<file path="config.mk">
export PLATFORM = sky130hd
export DESIGN_NAME = daisy_link_ctrl_flat
export DESIGN_NICKNAME = d
export VERILOG_FILES = /design/src/rtl/daisy_link_ctrl_if.sv /design/src/rtl/daisy_link_ctrl.sv /design/src/flat_wrapper.sv
export SDC_FILE = /design/constraint.sdc
export NUM_CORES = 1
export LEC_CHECK = 0
export ABC_AREA = 1
export CAP_MARGIN = 5
export CORE_ASPECT_RATIO = 1.1
export CORE_UTILIZATION = 25
export DETAILED_ROUTE_END_ITERATION = 10
export MAX_ROUTING_LAYER = met4
export SYNTH_ARGS = -nofsm -noshare
export SYNTH_HDL_FRONTEND = slang
export SYNTH_SLANG_ARGS = --single-unit
</file>
<file path="constraint.sdc">
create_clock -name sys_clk_i -period 1.83 [get_ports sys_clk_i]
set_clock_uncertainty 0.05 [all_clocks]
set_input_delay 0.549 -clock sys_clk_i [delete_from_list [all_inputs] [get_ports sys_clk_i]]
set_output_delay 0.549 -clock sys_clk_i [all_outputs]
set_load 0.01 [all_outputs]
</file>
<file path="src/rtl/daisy_link_ctrl_if.sv">
// Bus port bundle between the link sequencer (master) and the daisy register block (slave).
interface daisy_link_ctrl_if;
  logic [31:0] m_addr;
  logic [31:0] m_wdata;
  logic [3:0]  m_sel;
  logic        m_wen;
  logic        m_ren;
  logic [31:0] m_rdata;
  logic        m_ack;
  logic        m_err;

  modport master (output m_addr, m_wdata, m_sel, m_wen, m_ren,
                  input  m_rdata, m_ack, m_err);
  modport slave  (input  m_addr, m_wdata, m_sel, m_wen, m_ren,
                  output m_rdata, m_ack, m_err);
endinterface

</file>
<file path="src/rtl/daisy_link_ctrl.sv">
// Autonomous bring-up sequencer for the daisy-chain serial link (bus master on sys_clk_i).
// Optional DAISY_LINK_CTRL_MONITOR_EN: periodic error-count recheck while the link is up.
module daisy_link_ctrl #(
  parameter int POLL_CYC    = 1024,
  parameter int TRAIN_POLLS = 64,
  parameter int TEST_CYC    = 65536,
  parameter int MIN_DAT     = 1000,
  parameter int MAX_RETRY   = 3,
  parameter int BUS_TMO     = 255
) (
  input  logic              sys_clk_i,
  input  logic              sys_rstn_i,
  input  logic              start_i,
  input  logic              stop_i,
  daisy_link_ctrl_if.master bus,
  output logic              busy_o,
  output logic              link_up_o,
  output logic              fail_o,
  output logic [2:0]        err_code_o,
  output logic [1:0]        retry_cnt_o,
  output logic [31:0]       err_cnt_o
);
  localparam int TMO_W  = $clog2(BUS_TMO + 1);
  localparam int POLL_W = $clog2(TRAIN_POLLS + 1);

  typedef enum logic [4:0] {
    ST_IDLE, ST_EN, ST_SEL_TRN, ST_TRN_ON, ST_POLL, ST_TRN_OFF, ST_SEL_TST,
    ST_CLR1, ST_CLR0, ST_TEST, ST_RD_ERR, ST_RD_DAT, ST_SEL_USR, ST_LINK_UP,
    ST_RETRY, ST_STOP, ST_FAIL
  } state_t;

  state_t              state_q, state_d;
  logic                pend_q, pend_d, stop_q, stop_d;
  logic [TMO_W-1:0]    tmo_q, tmo_d;
  logic [31:0]         wait_q, wait_d, wait_lim;
  logic [POLL_W-1:0]   poll_q, poll_d;
  logic [1:0]          retry_q, retry_d;
  logic [2:0]          code_q, code_d;
  logic [31:0]         ecnt_q, ecnt_d, wdata_q, wdata_d, op_wdata;
  logic [4:0]          addr_q, addr_d, op_addr;
  logic                wen_q, wen_d, ren_q, ren_d, op_wr, op_rd;
  logic                busy_q, busy_d, link_q, link_d, fail_q, fail_d;
  logic                wait_done, stop_any, adv;

  assign bus.m_addr   = {27'd0, addr_q};
  assign bus.m_wdata  = wdata_q;
  assign bus.m_sel    = 4'hF;
  assign bus.m_wen    = wen_q;
  assign bus.m_ren    = ren_q;
  assign busy_o       = busy_q;
  assign link_up_o    = link_q;
  assign fail_o       = fail_q;
  assign err_code_o   = code_q;
  assign retry_cnt_o  = retry_q;
  assign err_cnt_o    = ecnt_q;

  always_ff @(posedge sys_clk_i or negedge sys_rstn_i) begin
    if (!sys_rstn_i) begin
      state_q <= ST_IDLE;
      pend_q  <= 1'b0;   stop_q  <= 1'b0;  tmo_q  <= '0;    wait_q <= '0;
      poll_q  <= '0;     retry_q <= '0;    code_q <= '0;    ecnt_q <= '0;
      addr_q  <= '0;     wdata_q <= '0;    wen_q  <= 1'b0;  ren_q  <= 1'b0;
      busy_q  <= 1'b0;   link_q  <= 1'b0;  fail_q <= 1'b0;
    end else begin
      state_q <= state_d;
      pend_q  <= pend_d;  stop_q  <= stop_d;  tmo_q  <= tmo_d;   wait_q <= wait_d;
      poll_q  <= poll_d;  retry_q <= retry_d; code_q <= code_d;  ecnt_q <= ecnt_d;
      addr_q  <= addr_d;  wdata_q <= wdata_d; wen_q  <= wen_d;   ren_q  <= ren_d;
      busy_q  <= busy_d;  link_q  <= link_d;  fail_q <= fail_d;
    end
  end

  always_comb begin
    // per-state bus access and pre-access wait
    op_wr = 1'b0; op_rd = 1'b0; op_addr = 5'h00; op_wdata = 32'd0; wait_lim = 32'd0;
    case (state_q)
      ST_EN:      begin op_wr = 1'b1; op_addr = 5'h00; op_wdata = 32'd3; end
      ST_SEL_TRN: begin op_wr = 1'b1; op_addr = 5'h04; op_wdata = 32'd3; end
      ST_TRN_ON:  begin op_wr = 1'b1; op_addr = 5'h08; op_wdata = 32'd1; end
      ST_POLL:    begin op_rd = 1'b1; op_addr = 5'h08; wait_lim = 32'(POLL_CYC); end
      ST_TRN_OFF: begin op_wr = 1'b1; op_addr = 5'h08; op_wdata = 32'd0; end
      ST_SEL_TST: begin op_wr = 1'b1; op_addr = 5'h04; op_wdata = 32'd5; end
      ST_CLR1:    begin op_wr = 1'b1; op_addr = 5'h10; op_wdata = 32'd1; end
      ST_CLR0:    begin op_wr = 1'b1; op_addr = 5'h10; op_wdata = 32'd0; end
      ST_TEST:    wait_lim = 32'(TEST_CYC);
      ST_RD_ERR:  begin op_rd = 1'b1; op_addr = 5'h14; end
      ST_RD_DAT:  begin op_rd = 1'b1; op_addr = 5'h18; end
      ST_SEL_USR: begin op_wr = 1'b1; op_addr = 5'h04; op_wdata = 32'd1; end
      ST_RETRY,
      ST_STOP:    op_wr = 1'b1;
`ifdef DAISY_LINK_CTRL_MONITOR_EN
      ST_LINK_UP: begin op_rd = 1'b1; op_addr = 5'h14; wait_lim = 32'(TEST_CYC); end
`endif
      default:    ;
    endcase

    wait_done = (wait_q == wait_lim);
    stop_any  = stop_i | stop_q;
    state_d = state_q;  adv = 1'b0;  pend_d = pend_q;  tmo_d = tmo_q;
    wait_d  = wait_done ? wait_q : wait_q + 32'd1;
    poll_d  = poll_q;   retry_d = retry_q;  code_d = code_q;  ecnt_d = ecnt_q;
    addr_d  = addr_q;   wdata_d = wdata_q;  wen_d = 1'b0;     ren_d = 1'b0;

    if (pend_q) begin
      if (bus.m_ack || tmo_q == TMO_W'(BUS_TMO)) begin
        pend_d = 1'b0;
        // an abort request outranks both bus faults and normal sequencing
        if (state_q == ST_STOP)               state_d = ST_IDLE;
        else if (stop_any)                    state_d = ST_STOP;
        else if (!bus.m_ack || bus.m_err) begin state_d = ST_FAIL; code_d = 3'd1; end
        else begin
          adv = 1'b1;
          case (state_q)
            ST_EN:      state_d = ST_SEL_TRN;
            ST_SEL_TRN: state_d = ST_TRN_ON;
            ST_TRN_ON:  state_d = ST_POLL;
            ST_POLL:
              if (bus.m_rdata[4]) state_d = ST_TRN_OFF;
              else if (poll_q == POLL_W'(TRAIN_POLLS - 1)) begin
                state_d = ST_RETRY; code_d = 3'd2;
              end else poll_d = poll_q + POLL_W'(1);
            ST_TRN_OFF: state_d = ST_SEL_TST;
            ST_SEL_TST: state_d = ST_CLR1;
            ST_CLR1:    state_d = ST_CLR0;
            ST_CLR0:    state_d = ST_TEST;
            ST_RD_ERR:  begin ecnt_d = bus.m_rdata; state_d = ST_RD_DAT; end
            ST_RD_DAT:
              if (ecnt_q != 32'd0)                   begin state_d = ST_RETRY; code_d = 3'd3; end
              else if (bus.m_rdata < 32'(MIN_DAT))   begin state_d = ST_RETRY; code_d = 3'd4; end
              else                                   state_d = ST_SEL_USR;
            ST_SEL_USR: begin state_d = ST_LINK_UP; code_d = 3'd0; end
            ST_RETRY:
              if (retry_q == 2'(MAX_RETRY)) state_d = ST_FAIL;
              else begin retry_d = retry_q + 2'd1; state_d = ST_EN; end
`ifdef DAISY_LINK_CTRL_MONITOR_EN
            ST_LINK_UP:
              if (bus.m_rdata != ecnt_q) begin
                ecnt_d = bus.m_rdata; code_d = 3'd5; state_d = ST_RETRY;
              end
`endif
            default:    state_d = ST_IDLE;
          endcase
        end
      end else tmo_d = tmo_q + TMO_W'(1);
    end else if (stop_any && state_q != ST_STOP) begin
      state_d = ST_STOP;
    end else if (start_i && (state_q == ST_IDLE || state_q == ST_LINK_UP || state_q == ST_FAIL)) begin
      state_d = ST_EN; retry_d = 2'd0; code_d = 3'd0;
    end else if ((op_wr || op_rd) && wait_done) begin
      pend_d = 1'b1; tmo_d = '0; addr_d = op_addr; wdata_d = op_wdata;
      wen_d  = op_wr; ren_d = op_rd;
    end else if (state_q == ST_TEST && wait_done) begin
      state_d = ST_RD_ERR;
    end

    if (state_d != state_q) adv = 1'b1;
    if (adv) wait_d = '0;
    if (adv && state_d == ST_EN) poll_d = '0;
    stop_d = stop_any & (state_d != ST_STOP);
    busy_d = !(state_d inside {ST_IDLE, ST_LINK_UP, ST_FAIL});
    link_d = (state_d == ST_LINK_UP);
    fail_d = (state_d == ST_FAIL);
  end
endmodule

</file>
<file path="src/flat_wrapper.sv">
// flat-port wrapper written by rule: the top's interface ports become plain ports
module daisy_link_ctrl_flat 
#(
  parameter int POLL_CYC    = 1024,
  parameter int TRAIN_POLLS = 64,
  parameter int TEST_CYC    = 65536,
  parameter int MIN_DAT     = 1000,
  parameter int MAX_RETRY   = 3,
  parameter int BUS_TMO     = 255
)
  (sys_clk_i, sys_rstn_i, start_i, stop_i, busy_o, link_up_o, fail_o, err_code_o, retry_cnt_o, err_cnt_o, bus_m_addr, bus_m_wdata, bus_m_sel, bus_m_wen, bus_m_ren, bus_m_rdata, bus_m_ack, bus_m_err);
  daisy_link_ctrl_if bus_i ();
  input  logic sys_clk_i;
  input  logic sys_rstn_i;
  input  logic start_i;
  input  logic stop_i;
  output logic busy_o;
  output logic link_up_o;
  output logic fail_o;
  output logic [2:0] err_code_o;
  output logic [1:0] retry_cnt_o;
  output logic [31:0] err_cnt_o;
  output wire logic [$bits(bus_i.m_addr)-1:0] bus_m_addr;
  output wire logic [$bits(bus_i.m_wdata)-1:0] bus_m_wdata;
  output wire logic [$bits(bus_i.m_sel)-1:0] bus_m_sel;
  output wire logic [$bits(bus_i.m_wen)-1:0] bus_m_wen;
  output wire logic [$bits(bus_i.m_ren)-1:0] bus_m_ren;
  input wire logic [$bits(bus_i.m_rdata)-1:0] bus_m_rdata;
  input wire logic [$bits(bus_i.m_ack)-1:0] bus_m_ack;
  input wire logic [$bits(bus_i.m_err)-1:0] bus_m_err;
  assign bus_m_addr = bus_i.m_addr;
  assign bus_m_wdata = bus_i.m_wdata;
  assign bus_m_sel = bus_i.m_sel;
  assign bus_m_wen = bus_i.m_wen;
  assign bus_m_ren = bus_i.m_ren;
  assign bus_i.m_rdata = bus_m_rdata;
  assign bus_i.m_ack = bus_m_ack;
  assign bus_i.m_err = bus_m_err;
  daisy_link_ctrl #(.POLL_CYC(POLL_CYC), .TRAIN_POLLS(TRAIN_POLLS), .TEST_CYC(TEST_CYC), .MIN_DAT(MIN_DAT), .MAX_RETRY(MAX_RETRY), .BUS_TMO(BUS_TMO)) u_core (.sys_clk_i(sys_clk_i), .sys_rstn_i(sys_rstn_i), .start_i(start_i), .stop_i(stop_i), .bus(bus_i), .busy_o(busy_o), .link_up_o(link_up_o), .fail_o(fail_o), .err_code_o(err_code_o), .retry_cnt_o(retry_cnt_o), .err_cnt_o(err_cnt_o));
endmodule
</file>
==> results of run 1 <==
-- flip-flops by register name, summed over array words and instances (netlist names), 2 cells and up --
register,cells
u_core.bus.m_wdata,3
u_core.poll_q,7
u_core.addr_q,3
u_core.err_cnt_o,32
u_core.tmo_q,8
u_core.retry_cnt_o,2
u_core.wait_q,32
u_core.state_q,5
u_core.err_code_o,3
-- power breakdown --
group | leakage (uW) | internal, uW | switching [uW]
Combinational | 0.00353 | 3060 | 3520
Clock | 0.000157 | 1100 | 964
Sequential | 0.00138 | 2500 | 212
-- how the worst max path moves through the flow --
| stage | from | end | slack [ps] | depth (start not counted) |
|---|---|---|---|---|
| after floorplan | u_core.state_q[1] | u_core.addr_q[3] | -110 | 13 |
| after global placement | bus_m_ack | u_core.poll_q[4] | -690 | 12 |
| after CTS | u_core.state_q[2] | u_core.wait_q[24] | -340 | 15 |
| after detailed placement | stop_i | u_core.wait_q[24] | -750 | 13 |
| after global routing | u_core.state_q[2] | u_core.addr_q[3] | -510 | 14 |
| final | u_core.state_q[2] | u_core.busy_o | -390 | 15 |
-- routing by layer --
metal,up-vias,part of all wire (%),track usage (%)
met5,-,0,-
met4,0,2.5,5.73
met3,28,4.3,2.57
met2,148,50,24.5
met1,2782,43,15.7
li1,3036,-,-
-- area by class of cell --
cell class                      instances  share of cell area (%)
Multi-Input combinational cell        594                    37.0
Timing Repair Buffer                  316                    27.7
Sequential cell                       102                    25.0
Tap cell                              346                    4.24
Inverter                               77                    2.91
Clock buffer                            9                    2.20
Clock inverter                          7                   0.930
-- layout by cell type, fill, tap and decap left out, types with 3 or more instances in the layout --
cell	Yosys	layout
a21oi_2	1	3
o21ai_1	7	14
inv_1	64	51
nand3b_1	3	3
nor2_2	7	14
o31ai_4	0	4
mux2i_1	4	4
nand2_4	0	13
o21ai_0	19	5
dlymetal6s2s_1	0	12
clkdlybuf4s50_1	0	20
conb_1	2	62
dfrtp_1	102	97
nor3_2	31	32
dlygate4sd2_1	0	51
o21ai_2	0	7
nand2_1	163	125
nor3_1	26	23
buf_12	0	9
buf_6	5	21
buf_16	0	3
buf_4	67	196
nand2_2	8	33
nor4_1	6	5
inv_4	1	3
nand3_2	3	10
nand3_1	35	26
nand3_4	2	4
clkbuf_16	0	10
dfrtp_2	0	5
inv_2	10	21
mux2_2	27	26
nor2_4	3	21
xor2_1	22	22
nand4_1	6	6
nor2_1	117	92
a21oi_1	8	5
xnor2_1	16	16
-- critical path: stages (launching register included) --
cell and delay (ps):
dfrtp_2 450, inv_2 80, nor2_4 100, inv_2 60, buf_6 110, o21ai_2 130, nand2_2 80, nand3b_1 120
buf_4 140, nor2_4 40, nor3_4 150, nand2_2 100, buf_6 120, buf_6 110, nor3b_2 200, nor2_1 70
-- timing repair --
action                     4_1_cts  5_1_grt
gates cloned                     5        1
pin swaps                       33       15
buffers inserted                20       13
setup endpoints to repair      145      101
gates resized for setup        158       94
hold buffers                     0        0
-- cell families (layout without fill, tap and decap cells) --
| kind of cell | count (synthesis) | in the layout |
|---|---|---|
| AOI/OAI and AO/OA | 47 | 47 |
| buffers and inverters | 152 | 409 |
| xor gates and xnor gates | 38 | 38 |
| and+or+nand+nor | 411 | 411 |
| DFF | 102 | 102 |
| other | 2 | 62 |
| adders and majority gates | 5 | 5 |
| muxes | 31 | 31 |
-- stage by stage --
stage	instance area [sq um]	power [uW]	util, %	hold slack, ps	setup WS, ps
3_5_place_dp	8950	7900	35.4	415	-755
5_1_grt	10200	12100	40.5	39.8	-507
3_3_place_gp	8950	7870	35.4	410	-695
2_1_floorplan	6710	5870	-	203	-111
6_report	10200	11400	40.5	23.3	-387
4_1_cts	9840	10800	38.9	27.2	-337
==> results.py, run 1 <==
metrics = {
    "run_status": {
        "status": "finished with violations",
        "violations": "setup timing",
    },
    "sta": {
        "worst_slack_ps": -387,
        "setup_viol": 97,
        "fmax_mhz": 451,
        "finalCritPeriodShare_pct": 121,
        "period_needed_ps": 2220,
        "finalMaxSlewViolations": 0,
        "rsz0062_at_grt": "yes",
        "setup-tns-final_ps": -24370,
        "hold_viol": 0,
    },
    "final_layout": {
        "diodes": 0,
        "drive_gt1_share_pct": 41.5,
        "multi_input_area_sq_um": 3780,
        "register_area_sq_um": 2560,
        "stdcell_count": 1451,
        "final_nets": 1143,
        "fillCellCount": 2475,
        "syn_to_final_growth_pct": 59.1,
    },
    "drt": {
        "final_antenna_net_count": 0,
        "wl_mm": 17.4,
        "wl_per_cell_um": 12.0,
        "dr_total_vias": 5994,
        "drc": 0,
        "viasPerCell": 4.13,
        "drt_iter0_drc": 190,
        "firstDrtPassIters": 4,
    },
    "setup_path": {
        "crit_arrival_ps": 2410,
        "setup.worst_path.class": "reg -> reg",
        "r2r_cells": 15,
        "r2r_start": "u_core.state_q[2]",
        "path_max_fanout": 5,
        "cp-end-kind": "flip-flop",
        "r2r-end": "u_core.busy_o",
        "crit_required_ps": 2030,
        "critPathLaunchType": "flip-flop",
        "reg2reg_slack_ps": -390,
    },
    "synthesis": {
        "synth_top_family_by_area": "simple AND/OR/NAND/NOR gates",
        "synth_area_sq_um": 6420,
        "synth_seq_cells": 102,
        "yosysMostFrequentCell": "nand2_1",
        "synthTopCellsByArea": "dfrtp_1 (40%), nand2_1 (9.5%), buf_4 (7.8%)",
        "yosysTopAreaCell": "dfrtp_1",
        "yosysWarnings": 0,
        "seq_area_frac_synth_pct": 39.7,
        "synthSimpleGateAreaFrac_pct": 30.7,
        "syn_avg_cell_area_sq_um": 8.15,
        "synthTopCellsByCount": "nand2_1 (163), nor2_1 (117), dfrtp_1 (102)",
        "synthFlopType": "dfrtp_1",
        "synthXorXnorAreaFrac_pct": 5.18,
        "synthAdderAreaFrac_pct": 0.974,
        "synth_top_area_share_pct": 39.7,
        "synthMuxAreaShare_pct": 5.36,
        "synth-async-reset-ratio_pct": 100,
        "synth.distinct_cells": 43,
        "synthCells": 788,
        "synth_compound_area_share_pct": 4.54,
        "synth_edf_count": 0,
    },
    "clock_network": {
        "h-tree-depth": 3,
        "clock-root-buffer": "clkbuf_16",
        "path_clk_slew_ps": 80,
        "cts_made_buffers": 9,
        "clk_latency_ps": 370,
        "clock_path_buffers": 2,
        "clock_sinks": 102,
        "cts_tree": "built",
    },
    "global_routing": {
        "grt_pass1_wl_mm": 28.7,
        "gr-total-overflow": 0,
        "grt.total_usage_pct": 14.0,
        "grt_max_degree": 50,
        "grt_pass1_vias": 6137,
        "antenna_found_initial": 0,
    },
    "floorplan": {
        "io_pins": 148,
        "start_util_pct": 25.4,
        "die_area_sq_um": 26300,
        "die_w_um": 155,
        "core_sq_um": 25300,
        "chipHeight_um": 170,
        "rows": 61,
    },
    "placed_design": {
        "portBuffers": 85,
        "dp.cells": 1398,
        "gp_congestion": 0.861,
        "hpwl_mm": 12.8,
    },
    "flow_run": {
        "drv_cap": 0,
    },
    "pwr": {
        "p_leak_uw": 0.00507,
        "power_density_nw_per_um2": 1110,
        "vdd_drop_max_v": 0.000972,
    },
    "min_path": {
        "worst_hold_path_type": "in -> async",
    },
}
Note: power is estimated with default switching activity, not from simulation.
==> inputs of run 2 (changes only) <==
--- a/config.mk
+++ b/config.mk
@@ -6,7 +6,7 @@
 export NUM_CORES = 1
 export LEC_CHECK = 0
 export ABC_AREA = 1
-export CAP_MARGIN = 5
+export CAP_MARGIN = 30
 export CORE_ASPECT_RATIO = 1.1
 export CORE_UTILIZATION = 25
 export DETAILED_ROUTE_END_ITERATION = 10
==> results of run 2 <==
Final layout, timing and power as in run 1 (identical DEF).
